==> src/rtl/vectored_int_ctrl.sv <==
// vectored_int_ctrl
//   Synchronous multi-source vectored interrupt controller for the multicycle
//   MIPS core. Provides NUM_IRQ prioritised, maskable, edge-triggered lines
//   (line 0 = highest priority) and a nested in-service stack of saved PCs
//   that is pushed on interrupt entry and popped by RFE.
//
// Ports
//   clk            system clock
//   rst            synchronous reset, active-high
//   i_irq          asynchronous request lines, rising-edge sensitive
//   i_mask_we      load mask register
//   i_mask_wdata   new mask (1 = line enabled)
//   o_mask_q       current mask
//   i_pc_in        PC saved on interrupt entry
//   i_int_ack      CU commits to interrupt entry (1-cycle pulse)
//   i_rfe          CU executes RFE (1-cycle pulse)
//   o_int_req      serviceable interrupt waiting
//   o_vector_out   vector of the arbitrated line
//   o_int_id       arbitrated line id
//   o_epc_out      saved PC at stack top, 0 when empty
//   o_depth        number of in-service interrupts
//   o_err          sticky errors: [0] rfe on empty stack,
//                  [1] ack together with rfe, or ack without a request
module vectored_int_ctrl #(
  parameter int unsigned       NUM_IRQ         = 8,
  parameter int unsigned       ADDR_W          = 32,
  parameter logic [ADDR_W-1:0] VEC_BASE        = ADDR_W'(32'h0000_0100),
  parameter int unsigned       VEC_STRIDE_LOG2 = 4,
  parameter int unsigned       NEST_DEPTH      = 4
) (
  input  logic                            clk,
  input  logic                            rst,
  input  logic [NUM_IRQ-1:0]              i_irq,
  input  logic                            i_mask_we,
  input  logic [NUM_IRQ-1:0]              i_mask_wdata,
  output logic [NUM_IRQ-1:0]              o_mask_q,
  input  logic [ADDR_W-1:0]               i_pc_in,
  input  logic                            i_int_ack,
  input  logic                            i_rfe,
  output logic                            o_int_req,
  output logic [ADDR_W-1:0]               o_vector_out,
  output logic [$clog2(NUM_IRQ)-1:0]      o_int_id,
  output logic [ADDR_W-1:0]               o_epc_out,
  output logic [$clog2(NEST_DEPTH+1)-1:0] o_depth,
  output logic [1:0]                      o_err
);

  localparam int unsigned IW  = $clog2(NUM_IRQ);
  localparam int unsigned DW  = $clog2(NEST_DEPTH + 1);
  localparam int unsigned SPW = (NEST_DEPTH > 1) ? $clog2(NEST_DEPTH) : 1;

  typedef enum logic [1:0] {
    ST_IDLE      = 2'd0,
    ST_SERVICING = 2'd1,
    ST_FULL      = 2'd2
  } state_t;

  // Synchroniser (r_sync1, r_sync2) and edge register (r_sync3)
  logic [NUM_IRQ-1:0] r_sync1;
  logic [NUM_IRQ-1:0] r_sync2;
  logic [NUM_IRQ-1:0] r_sync3;
  logic [NUM_IRQ-1:0] r_pend;
  logic [NUM_IRQ-1:0] r_mask;

  logic               r_int_req;
  logic [IW-1:0]      r_int_id;
  logic [ADDR_W-1:0]  r_vector;
  logic [ADDR_W-1:0]  r_epc;

  state_t             r_state;
  state_t             w_state_nxt;
  logic [DW-1:0]      r_depth;
  logic [DW-1:0]      w_depth_nxt;
  logic [1:0]         r_err;
  logic [1:0]         w_err_nxt;

  logic [ADDR_W-1:0]  r_stk_pc [NEST_DEPTH];
  logic [IW-1:0]      r_stk_id [NEST_DEPTH];

  logic               w_push;
  logic               w_pop;
  logic               w_cand_vld;
  logic [IW-1:0]      w_cand;
  logic               w_req_c;
  logic [SPW-1:0]     w_top_idx;
  logic [SPW-1:0]     w_push_idx;
  logic [SPW-1:0]     w_below_idx;
  logic [IW-1:0]      w_top_id;
  logic [NUM_IRQ-1:0] w_rise;
  logic [NUM_IRQ-1:0] w_clr;
  logic [NUM_IRQ-1:0] w_pend_nxt;

  function automatic logic [ADDR_W-1:0] f_vec(input logic [IW-1:0] id);
    return VEC_BASE + (ADDR_W'(id) << VEC_STRIDE_LOG2);
  endfunction

  // Stack indices; top index is forced to 0 when empty to stay in range
  assign w_top_idx   = (r_depth == '0) ? '0 : SPW'(r_depth - DW'(1));
  assign w_push_idx  = SPW'(r_depth);
  assign w_below_idx = SPW'(r_depth - DW'(2));
  assign w_top_id    = r_stk_id[w_top_idx];

  // Priority encoder: lowest enabled pending line wins
  always_comb begin
    w_cand_vld = 1'b0;
    w_cand     = '0;
    for (int i = NUM_IRQ - 1; i >= 0; i--) begin
      if (r_pend[i] && r_mask[i]) begin
        w_cand_vld = 1'b1;
        w_cand     = IW'(i);
      end
    end
  end

  // Serviceable only if there is room and it strictly preempts the current top
  assign w_req_c = w_cand_vld && (r_state != ST_FULL) &&
                   ((r_state == ST_IDLE) || (w_cand < w_top_id));

  // Next-state: rfe takes precedence over ack; errors are sticky
  always_comb begin
    w_state_nxt = r_state;
    w_depth_nxt = r_depth;
    w_err_nxt   = r_err;
    w_push      = 1'b0;
    w_pop       = 1'b0;
    if (i_rfe) begin
      if (r_state == ST_IDLE) begin
        w_err_nxt[0] = 1'b1;
      end else begin
        w_pop       = 1'b1;
        w_depth_nxt = r_depth - DW'(1);
      end
      if (i_int_ack) begin
        w_err_nxt[1] = 1'b1;
      end
    end else if (i_int_ack) begin
      if (r_int_req && (r_state != ST_FULL)) begin
        w_push      = 1'b1;
        w_depth_nxt = r_depth + DW'(1);
      end else begin
        w_err_nxt[1] = 1'b1;
      end
    end
    if (w_depth_nxt == '0) begin
      w_state_nxt = ST_IDLE;
    end else if (w_depth_nxt == DW'(NEST_DEPTH)) begin
      w_state_nxt = ST_FULL;
    end else begin
      w_state_nxt = ST_SERVICING;
    end
  end

  // FSM state register
  always_ff @(posedge clk) begin
    if (rst) begin
      r_state <= ST_IDLE;
      r_depth <= '0;
      r_err   <= '0;
    end else begin
      r_state <= w_state_nxt;
      r_depth <= w_depth_nxt;
      r_err   <= w_err_nxt;
    end
  end

  // A new edge on the acked line in the ack cycle wins over the clear
  assign w_rise     = r_sync2 & ~r_sync3;
  assign w_clr      = w_push ? (NUM_IRQ'(1) << r_int_id) : '0;
  assign w_pend_nxt = (r_pend & ~w_clr) | w_rise;

  // Datapath: synchroniser, pending, mask, arbitration outputs, stack
  always_ff @(posedge clk) begin
    if (rst) begin
      r_sync1   <= '0;
      r_sync2   <= '0;
      r_sync3   <= '0;
      r_pend    <= '0;
      r_mask    <= '1;
      r_int_req <= 1'b0;
      r_int_id  <= '0;
      r_vector  <= VEC_BASE;
      r_epc     <= '0;
      for (int k = 0; k < NEST_DEPTH; k++) begin
        r_stk_pc[k] <= '0;
        r_stk_id[k] <= '0;
      end
    end else begin
      r_sync1   <= i_irq;
      r_sync2   <= r_sync1;
      r_sync3   <= r_sync2;
      r_pend    <= w_pend_nxt;
      if (i_mask_we) begin
        r_mask <= i_mask_wdata;
      end
      // An accepted ack withdraws the request until the new stack top is seen
      r_int_req <= w_req_c && !w_push;
      if (w_cand_vld) begin
        r_int_id <= w_cand;
        r_vector <= f_vec(w_cand);
      end
      if (w_push) begin
        r_stk_pc[w_push_idx] <= i_pc_in;
        r_stk_id[w_push_idx] <= r_int_id;
        r_epc                <= i_pc_in;
      end else if (w_pop) begin
        r_epc <= (r_depth > DW'(1)) ? r_stk_pc[w_below_idx] : '0;
      end
    end
  end

  assign o_mask_q     = r_mask;
  assign o_int_req    = r_int_req;
  assign o_vector_out = r_vector;
  assign o_int_id     = r_int_id;
  assign o_epc_out    = r_epc;
  assign o_depth      = r_depth;
  assign o_err        = r_err;

endmodule

==> config.mk <==
export PLATFORM = sky130hd
export DESIGN_NAME = vectored_int_ctrl
export DESIGN_NICKNAME = d
export VERILOG_FILES = /design/src/rtl/vectored_int_ctrl.sv
export SDC_FILE = /design/constraint.sdc
export NUM_CORES = 1
export LEC_CHECK = 0
export ABC_AREA = 1
export BUFFER_PORTS_ARGS = -buffer_cell sky130_fd_sc_hd__buf_4
export CAP_MARGIN = 20
export CORE_MARGIN = 10
export CORE_UTILIZATION = 45
export DETAILED_ROUTE_END_ITERATION = 8
export MAX_ROUTING_LAYER = met4
export PLACE_DENSITY_LB_ADDON = 0.05
export SETUP_SLACK_MARGIN = 0.4
export SYNTH_ARGS = -nofsm -noshare
export SYNTH_HDL_FRONTEND = slang
export SYNTH_SLANG_ARGS = --single-unit
==> constraint.sdc <==
create_clock -name clk -period 2.1 [get_ports clk]
set_input_delay 0.105 -clock clk [delete_from_list [all_inputs] [get_ports clk]]
set_output_delay 0.105 -clock clk [all_outputs]
set_load 0.005 [all_outputs]
**Word level (Yosys, flattened, before mapping)**

Memory sizes are Yosys's and may differ from the RTL's.
Index checks and enable logic that the tools add are counted.

- Flip-flop bits (word level): 115
- Bits in writable memories: 140
- Input port bits: 53
- Output and inout port bits: 81
- Word-level logic and storage cells: 99
- Memories: 2

- Add/subtract/negate cells: 4
- Magnitude comparators: 2
- Eq/ne operators: 3
- Shift-type cells: 1
- Muxes and demuxes: 46
- Bitwise gates (word level): 5
- Reduce and logical (&&, ||, !) cells: 23

Memories:

| memory | words | bits a word | rd ports | clocked after memory_dff | wr ports | line | text |
|---|---|---|---|---|---|---|---|
| r_stk_pc | 4 | 32 | 1 | 0 | 4 | 77 | `logic [ADDR_W-1:0] r_stk_pc [NEST_DEPTH];` |
| r_stk_id | 4 | 3 | 1 | 0 | 4 | 78 | `logic [IW-1:0] r_stk_id [NEST_DEPTH];` |

Operators by type and width:

| operator | number |
|---|---|
| 32-bit 2-to-1 mux | 4 |
| 3-bit 2-to-1 mux | 13 |
| 32-bit OR reduction | 1 |
| 1-bit 2-to-1 mux | 24 |
| 8-bit AND | 2 |
| 8-bit NOT | 2 |
| 1-bit logical AND | 12 |
| 9-bit by 7-bit adder with 10-bit output (first input constant) | 1 |
| 2-bit 2-to-1 mux | 4 |
| 8-bit 2-to-1 mux | 1 |
| 8-bit OR | 1 |
| 1-bit by 3-bit << shifter with 8-bit output (first input constant) | 1 |
| 3-bit zero test | 2 |
| 2-bit inequality test (second input constant) | 2 |
| 2-bit AND reduction | 2 |
| 3-bit by 1-bit adder with 3-bit output (second input constant) | 1 |
| 3-bit == test (second input constant) | 1 |
| 3-bit by 1-bit > comparator with 1-bit output (second input constant) | 1 |
| 3-bit < comparator | 1 |
| 3-bit OR reduction | 1 |
| 3-bit by 1-bit subtractor with 3-bit output (second input constant) | 1 |
| 2-bit zero test | 1 |
| 2-bit nonzero test | 1 |
| 2-bit OR reduction | 1 |
| 3 further kinds | 3 |

**Logic depth before layout (Yosys ltp)**

Gate-level depths: netlist (run 1).

- Word-level depth: 13
- Gate-level depth with buffers: 15
- Mapped depth without buffers: 13

**Worst setup path after synthesis (run 1)**

OpenSTA, ideal clock, no wires.

- Path kind: flip-flop to flip-flop
- Start point: register r_state[0]
- End point: memory r_stk_id[1][0] in the netlist's numbering, enable pin
- Library setup time: 393 ps
- Data arrival time: 1925 ps
- Data required time: 1707 ps
- Setup slack: -218 ps
- Stages on the path, launching flop included: 10
- Buffers on the path: 1
- Period minus slack after synthesis: 2318 ps
- Cell sequence: dfxtp_1 inv_1 nand2_2 nand2_2 nor2_8 nand2_8 nor2_8 nand3_4 buf_6 nand2_1

RTL lines:

| item | line | text |
|---|---|---|
| start: declaration | 70 | `state_t r_state;` |
| start signal: assignment | 160 | `r_state <= w_state_nxt;` |
| end: declaration | 78 |  |

**Final worst setup path (run 1)**

- Start point: register r_depth[0] (netlist: o_depth[0])
- End point: register r_int_req (netlist: o_int_req)

- Word-level cells in the longest chain between the ends: 7
- Elaborated cells on any way between the ends: 8
- Classes of those cells: add/sub: 1; order compare: 1; mux: 1; reduce/logical: 4; memory: 1

RTL lines:

| item | line | text |
|---|---|---|
| start: declaration | 72 | `logic [DW-1:0] r_depth;` |
| start signal: assignment | 161 | `r_depth <= w_depth_nxt;` |
| 3-bit by 1-bit subtractor with 3-bit output / 3-bit zero test (equally long branches) | n/a |  |
| 2-bit 2-to-1 mux (*) | 98 | `assign w_top_idx = (r_depth == '0) ? '0 : SPW'(r_depth - DW'(1));` |
| memory read 4 x 3 bit (*) | n/a |  |
| 3-bit < comparator (*) | 117 | `((r_state == ST_IDLE) \|\| (w_cand < w_top_id));` |
| 1-bit logical OR (*) | 117 |  |
| 1-bit logical AND (*) | 116 | `assign w_req_c = w_cand_vld && (r_state != ST_FULL) &&` |
| 1-bit logical AND (*) | 196 | `r_int_req <= w_req_c && !w_push;` |
| end signal: assignment | 196 |  |
| end: declaration | 65 | `logic r_int_req;` |

Every way passes the cells marked *; elsewhere a longest branch is shown, timed or not.
A chain may end at the register's enable or synchronous reset.

==> results of run 1 <==
==> routing by layer <==
layer / up-vias / wire length [µm] / global-route usage [%] / share of wire, %
li1: 3662 / - / - / -
met3: 39 / 1630 / 3.02 / 6.0
met2: 225 / 13200 / 29.4 / 49
met5: - / 0 / - / 0
met1: 3628 / 11900 / 22.8 / 44
met4: 0 / 425 / 3.48 / 1.6
==> area by class of cell <==
| cell class | instances | area (µm²) | area share, % |
|---|---|---|---|
| Clock buffer | 35 | 704 | 5.58 |
| Clock inverter | 9 | 43.8 | 0.347 |
| Inverter | 81 | 323 | 2.56 |
| Multi-Input combinational cell | 640 | 3410 | 27.0 |
| Sequential cell | 223 | 5870 | 46.5 |
| Tap cell | 275 | 344 | 2.73 |
| Timing Repair Buffer | 207 | 1930 | 15.3 |
==> sequential cells by signal (all words and copies together), names as in the netlist <==
signal	count
o_mask_q	8
r_state	2
r_sync2	8
o_depth	3
r_pend	8
r_sync3	8
o_err	2
o_epc_out	32
r_stk_id	12
r_sync1	8
o_int_req	1
r_stk_pc	128
o_int_id	3
==> power breakdown <==
group / internal [mW] / total [mW] / switching, mW
Combinational: 1.47 / 3.76 / 2.29
Clock: 2.32 / 4.02 / 1.70
Sequential: 4.98 / 5.13 / 0.152
==> kinds of logic after synthesis <==
kind of cell / count (synthesis) / share of synthesized area [%]
AND/OR/NAND/NOR: 408 / 18.2
buffers and inverters: 167 / 9.06
other: 2 / 0.0770
XOR/XNOR: 2 / 0.180
adder cells (fa/ha/maj): 6 / 0.770
flip-flops: 223 / 60.1
AO/OA/AOI/OAI: 185 / 11.6
==> worst max-delay path, delay by kind of cell (launching register included) <==
| family | cells | cell delay, ns |
|---|---|---|
| compound gates | 4 | 0.69 |
| fa+ha+maj | 2 | 0.38 |
| flops | 1 | 0.37 |
| buf+inv | 3 | 0.17 |
| simple gates | 3 | 0.14 |
==> final timing paths <==
path	start	to	slack, ns	cells after the start
worst min register to register	r_sync1[1]	r_sync2[1]	0.40	2
worst min-delay path	i_mask_we	o_mask_q[0]	0.04	4
worst max register to register	o_depth[0]	o_int_req	0.28	12
worst max-delay path	o_depth[0]	o_int_req	0.28	12
==> through the flow <==
stage	setup slack [ns]	util, %	instances
finish	0.278	59.7	1470
global route	0.170	59.7	1470
CTS	0.316	57.8	1447
detailed placement	0.284	50.6	1333
global placement	0.314	50.6	1333
floorplan	0.0650	-	1020
==> Yosys cell counts, types with 14 or more instances <==
master	n
nor2_2	20
o21ai_1	14
a21oi_2	22
nor2_1	245
inv_1	73
o21ai_0	80
o22ai_1	32
nand2_1	103
clkbuf_1	18
dfxtp_1	83
buf_4	35
edfxtp_1	140
buf_2	16
==> repair_timing <==
action	in CTS	in global routing
hold buffers	59	0
setup buffers	6	10
resized for setup	13	23
cloned	5	12
hold endpoints to repair	152	0
endpoints found under the setup margin	214	130
pin swaps	4	10
==> impl_metrics.ini, run 1 <==
[run_status]
status = finished, final reports clean

[drt]
vias_per_cell = 5.14
wl_per_cell_um = 18.5
drt-initial-drc-count = 558
route.vias.total = 7554
drc_errors = 0
wl_um = 27100
drtAntennaViolNets = 0
drt-pass1-iter-count = 4

[floorplan]
die_x_um = 167
start_util_pct = 46.1
dieArea_um2 = 28000
rows = 53
core_um2 = 21200
io-pin-count = 134
die_h_um = 167

[power_and_ir_drop]
total_leakage_power_nw = 5.26
ir_worst_vdd_mv = 0.535
total_power_mw = 12.9
p_per_area_nw_per_um2 = 1020

[clocking]
clkTransAtPathRegs_ns = 0.06
clkLatencyLatePin_ns = 0.51
cts_max_level = 1
cts_buffer_depth = 3
cts_tree = yes
root_buffer = clkbuf_16
cts_made_buffers = 24
clock-sinks = 223

[timing]
finClkSkew_ns = 0.0102
final_hold_viol_count = 0
fmax_mhz = 549
tns_ns = 0
setup_viol_count_final = 0
tightest_slew_ns = 0.925
maxSlewViolCount = 0
period_share_pct = 86.8
rsz0062_at_grt = true
whs_ns = 0.0372
post-route-min-period_ns = 1.82
slew_headroom_pct = 38.3

[place]
numPortBuffers = 104
gp_congestion = 0.780
placed_area_um2 = 10700
dp_hpwl_um = 14700

[setup_path]
crit_fanout = 6
cp_slowest_cell = dfxtp_4
startpoint_type = flip-flop
crit_arrival_ns = 2.27
max_stage_delay_ns = 0.37
crit_chain = inv_4 -> ha_4 -> a21oi_4 -> inv_2 -> a21oi_2 -> a32o_2 -> ha_4 -> nand2_2 -> inv_2 -> nand2_1 -> nand2_1 -> a21oi_1
crit_type = reg2reg
cp.required_ns = 2.55
endpoint_kind = flip-flop

[min_path]
hold_class = in2reg

[global_routing]
grt_pass1_vias = 7386
grt_max_degree = 75
grt_util_all_layers_pct = 17.8
grt.overflow.total = 0
antenna_found_initial = 0
grt_pass1_wl_um = 40200

[logic_synthesis]
netlist_area_um2 = 9750
syn_avg_cell_area_um2 = 9.82
ys_warn_count = 0
netlist.area_leader.share_pct = 43.1
synth_top_cell_by_area = edfxtp_1
async_reset_ff_share_pct = 0
yosysSeqAreaShare_pct = 60.1
post_synth_inst_count = 993
synth_cell_type_count = 40
ys_seq_elements = 223
yosys_most_used_dff = edfxtp_1
synth_area_leaders = edfxtp_1 (43%), dfxtp_1 (17%), nor2_1 (9.4%)
synth-edff-count = 140

[layout]
diodes = 0
nNetsFinal = 1236
mostFrequentLayoutCell = nor2_1
syn2layout_area_growth_pct = 29.4
fin_area_um2 = 12600
drive_gt1_share_pct = 23.3
nFillCells = 1840
final_cell_mix = nor2_1 (245), edfxtp_1 (140), buf_4 (126)

[flow_run]
drv_cap = 0
Power figures use the tool's default switching activity.
==> run 2, diff against run 1 <==
- ABC_CLOCK_PERIOD_IN_PS: not set -> 2100
- CTS_BUF_LIST: not set -> sky130_fd_sc_hd__clkbuf_8 sky130_fd_sc_hd__clkbuf_16
==> impl_metrics.ini, run 2 (synthesis results as in run 1) <==
[power_and_ir_drop]
p_per_area_nw_per_um2 = 1020
ir_worst_vdd_mv = 0.536
total_leakage_power_nw = 5.29

[drt]
drc_errors = 0
route.vias.total = 7569
drt-initial-drc-count = 517
drt-pass1-iter-count = 5
wl_per_cell_um = 18.5
vias_per_cell = 5.15
wl_um = 27100
drtAntennaViolNets = 0

[floorplan]
start_util_pct = 46.1
dieArea_um2 = 28000
core_um2 = 21200
io-pin-count = 134
die_h_um = 167
die_x_um = 167
rows = 53

[global_routing]
antenna_found_initial = 0
grt_pass1_vias = 7388
grt_pass1_wl_um = 40200
grt_util_all_layers_pct = 17.8
grt.overflow.total = 0
grt_max_degree = 75

[layout]
mostFrequentLayoutCell = nor2_1
syn2layout_area_growth_pct = 29.4
fin_util_pct = 59.7
largest_reg_flops = 128
regArea_um2 = 5870
multi_input_area_um2 = 3410
diodes = 0
nNetsFinal = 1236
final_cell_mix = nor2_1 (245), edfxtp_1 (140), buf_4 (126)
nFillCells = 1840
drive_gt1_share_pct = 23.3
largest_register = r_stk_pc

[timing]
post-route-min-period_ns = 1.84
slew_headroom_pct = 38.7
period_share_pct = 87.5
finClkSkew_ns = 0.0114
fmax_mhz = 544
tns_ns = 0
maxSlewViolCount = 0
final_hold_viol_count = 0
setup_viol_count_final = 0
rsz0062_at_grt = true
worst_slack_ns = 0.263
tightest_slew_ns = 0.920

[clocking]
clock-sinks = 223
root_buffer = clkbuf_16
cts_tree = yes
cts_max_level = 1
clkTransAtPathRegs_ns = 0.06
cts_made_buffers = 24
cts_buffer_depth = 3
clkLatencyLatePin_ns = 0.51

[min_path]
holdCritStartpoint = i_mask_we
hold_class = in2reg
holdPathStages = 4
holdPathEnd = o_mask_q[0]

[setup_path]
rr_worst_depth = 12
crit_type = reg2reg
crit_chain = inv_4 -> ha_4 -> a21oi_4 -> inv_2 -> a21oi_2 -> a32o_2 -> ha_4 -> nand2_2 -> inv_2 -> nand2_1 -> nand2_1 -> a21oi_1
cp.required_ns = 2.54
endpoint_kind = flip-flop
reg2reg_from = o_depth[0]
reg2reg_setup_slack_ns = 0.26
startpoint_type = flip-flop
cp_slowest_cell = dfxtp_4
crit_fanout = 6
crit_arrival_ns = 2.28
r2r-end = o_int_req
max_stage_delay_ns = 0.37

[place]
dpl_worst_slack_ns = 0.284
numPortBuffers = 104
gp_congestion = 0.780
dp_hpwl_um = 14700

[flow_run]
drv_cap = 0

[run_status]
status = finished, final reports clean
[run 2: cell types whose count changed in the layout (fill, tap and decap cells not counted), sizes merged]
cell	before	now
inv	78	85
clkbuf	38	31
[run 2: critical path: cells and delay by family (launching register included)]
kind            cells  cell delay, ns
simple gates        3            0.14
buf+inv             3            0.18
compound gates      4            0.70
fa+ha+maj           2            0.38
flops               1            0.37
[run 2: report_power, final]
| group | total (mW) | internal, mW | switching, mW |
|---|---|---|---|
| Combinational | 3.77 | 1.47 | 2.30 |
| Clock | 4.00 | 2.29 | 1.71 |
| Sequential | 5.13 | 4.98 | 0.152 |
[run 2: per-layer routing]
metal	vias up	GRT usage, %	wire length (µm)
met5	-	-	0
met4	0	3.48	383
met3	35	3.02	1790
met2	235	29.4	13200
met1	3634	22.8	11800
li1	3665	-	-
[run 2: final cells by class]
class	instances	share of cell area (%)
clock buffer	28	5.37
clock inverter	16	0.555
inverter	81	2.56
multi-input combinational	640	27.0
sequential	223	46.5
tap	275	2.73
timing repair buffer	207	15.3
[run 2: how the worst max path moves through the flow]
stage,endpoint,slack (ns),start
3_3_place_gp,r_stk_pc[1][6],0.31,r_state[0]
3_5_place_dp,r_stk_pc[1][5],0.28,r_state[0]
2_1_floorplan,o_int_req,0.06,o_depth[0]
6_report,o_int_req,0.26,o_depth[0]
5_1_grt,o_int_req,0.17,o_depth[1]
4_1_cts,o_int_req,0.32,o_depth[0]
[run 2: timing repair]
action / CTS / global route
hold endpoints to repair: 152 / 0
pin swaps: 4 / 10
gates resized for setup: 13 / 23
setup endpoints to repair: 214 / 130
gates cloned: 5 / 12
setup buffers: 6 / 10
hold buffers: 59 / 0
[run 2: stage by stage]
step                      hold slack, ns  power (mW)  cell area, µm²  std cells
after global placement             0.304        8.45           10700       1333
after floorplan                    0.212        7.55            9990       1020
after CTS                         0.0257        12.6           12200       1447
after detailed placement           0.312        8.49           10700       1333
after global routing              0.0923        13.5           12600       1470
final                             0.0378        12.9           12600       1470
==> run 3, diff against run 2 <==
--- a/config.mk
+++ b/config.mk
@@ -8,5 +8,5 @@
 export ABC_AREA = 1
 export ABC_CLOCK_PERIOD_IN_PS = 2100
-export BUFFER_PORTS_ARGS = -buffer_cell sky130_fd_sc_hd__buf_4
+export BUFFER_PORTS_ARGS = -buffer_cell sky130_fd_sc_hd__buf_2
 export CAP_MARGIN = 20
 export CORE_MARGIN = 10
@@ -17,4 +17,5 @@
 export PLACE_DENSITY_LB_ADDON = 0.05
 export SETUP_SLACK_MARGIN = 0.4
+export SLEW_MARGIN = 20
 export SYNTH_ARGS = -nofsm -noshare
 export SYNTH_HDL_FRONTEND = slang
==> constraint.sdc (replaced) <==
create_clock -name clk -period 2.1 [get_ports clk]
set_input_delay 0.105 -clock clk [delete_from_list [all_inputs] [get_ports clk]]
set_output_delay 0.105 -clock clk [all_outputs]
set_load 0.1 [all_outputs]
==> impl_metrics.ini, run 3 (synthesis results as in run 1) <==
[place]
dp.cells = 1336
dp_hpwl_um = 15000
dpl_worst_slack_ns = 0.204
numPortBuffers = 104
gp_congestion = 0.809
placed_area_um2 = 10500

[timing]
period_share_pct = 83.8
rsz0062_at_grt = true
tightest_slew_ns = 1.31
fmax_mhz = 568
post-route-min-period_ns = 1.76
worst_slack_ns = 0.341
slew_headroom_pct = 12.8
maxSlewViolCount = 0
setup_viol_count_final = 0
final_hold_viol_count = 0
finClkSkew_ns = 0.00971
tns_ns = 0

[global_routing]
grt_pass1_wl_um = 40300
grt_util_all_layers_pct = 18.0
antenna_found_initial = 0
grt_pass1_vias = 7467
grt_max_degree = 68
grt.overflow.total = 0

[clocking]
clkLatencyLatePin_ns = 0.52
cts_buffer_depth = 3
clkTransAtPathRegs_ns = 0.06
cts_made_buffers = 25
cts_tree = yes
root_buffer = clkbuf_16
cts_max_level = 1
clock-sinks = 223

[setup_path]
crit_type = reg2reg
crit_start = o_depth[1]
cp.required_ns = 2.52
crit_arrival_ns = 2.18
startpoint_type = flip-flop
crit_fanout = 5
reg2reg_from = o_depth[1]
endpoint_kind = flip-flop

[floorplan]
start_util_pct = 46.1
die_x_um = 167
dieArea_um2 = 28000
die_h_um = 167
core_um2 = 21200
io-pin-count = 134
rows = 53

[layout]
diodes = 0
largest_reg_flops = 128
final_cell_mix = nor2_1 (239), edfxtp_1 (140), buf_2 (101)
nNetsFinal = 1252
largest_register = r_stk_pc
mostFrequentLayoutCell = nor2_1
syn2layout_area_growth_pct = 29.2
drive_gt1_share_pct = 25.9
fin_area_um2 = 12600
fin_cells = 1487

[power_and_ir_drop]
clkPwrFrac_pct = 28.8
p_per_area_nw_per_um2 = 1150
switching_share_pct = 38.2
power.switching_mw = 5.53
combPwrFrac_pct = 35.6
total_leakage_power_nw = 5.32
intPower_mw = 8.97
p_seq_share_pct = 35.5
ir_worst_vdd_mv = 0.589

[drt]
drt-pass1-iter-count = 5
drtAntennaViolNets = 0
route.vias.total = 7573
wl_per_cell_um = 18.0
vias_per_cell = 5.09
drc_errors = 0
drt-initial-drc-count = 470
wl_um = 26800

[min_path]
holdCritStartpoint = i_mask_we
hold_class = in2reg

[flow_run]
drv_cap = 0

[run_status]
status = finished, final reports clean
-- run 3: final cells by class --
class	instances	area, µm²
Clock buffer	29	714
Clock inverter	17	80.1
Fill cell	1838	8560
Inverter	81	347
Multi-Input combinational cell	635	3380
Sequential cell	223	5890
Tap cell	275	344
Timing Repair Buffer	225	1820
Timing Repair inverter	2	22.5
-- run 3: layer usage --
layer | track usage (%) | share of wire (%) | vias to the layer above
li1 | - | - | 3683
met1 | 22.6 | 45 | 3646
met2 | 29.5 | 48 | 208
met3 | 3.07 | 5.1 | 36
met4 | 4.62 | 1.8 | 0
met5 | - | 0 | -
-- run 3: per-stage QoR --
| stage | power, mW | hold slack [ns] | utilization [%] |
|---|---|---|---|
| 2_1_floorplan | 8.85 | 0.212 | - |
| 3_3_place_gp | 9.63 | 0.304 | 49.6 |
| 3_5_place_dp | 9.65 | 0.313 | 49.6 |
| 4_1_cts | 14.1 | 0.0510 | 57.1 |
| 5_1_grt | 15.1 | 0.107 | 59.5 |
| 6_report | 14.5 | 0.0735 | 59.5 |
-- run 3: critical path, cell delays in order (launching register included) --
cell and delay (ns):
dfxtp_4 0.37, inv_4 0.05, ha_4 0.27, a21oi_4 0.05, buf_4 0.15, a32o_2 0.28, ha_4 0.27, nand2_2 0.05
inv_2 0.04, nand2_1 0.04, nand2_1 0.05, a21oi_1 0.05
-- run 3: power by group through the flow --
stage / clock [mW] / sequential (mW) / combinational, mW
5_1_grt: 4.41 / 5.19 / 5.55
2_1_floorplan: 0 / 6.21 / 2.64
6_report: 4.18 / 5.15 / 5.17
3_5_place_dp: 0 / 5.26 / 4.39
3_3_place_gp: 0 / 5.25 / 4.38
4_1_cts: 4.27 / 5.15 / 4.67
-- run 3: timing repair --
action / in CTS / in global routing
buffers inserted: 11 / 22
hold buffers: 59 / 0
gates resized for setup: 11 / 54
pin swaps: 13 / 18
endpoints found under the hold margin: 155 / 0
cloned: 3 / 10
endpoints found under the setup margin: 228 / 240
-- run 3: final timing paths --
path                                    end  slack (ns)  cells past startpoint
worst max-delay path              o_int_req        0.34                     11
worst max register to register    o_int_req        0.34                     11
worst min register to register   r_sync2[4]        0.40                      2
worst min-delay path            o_mask_q[2]        0.07                      4
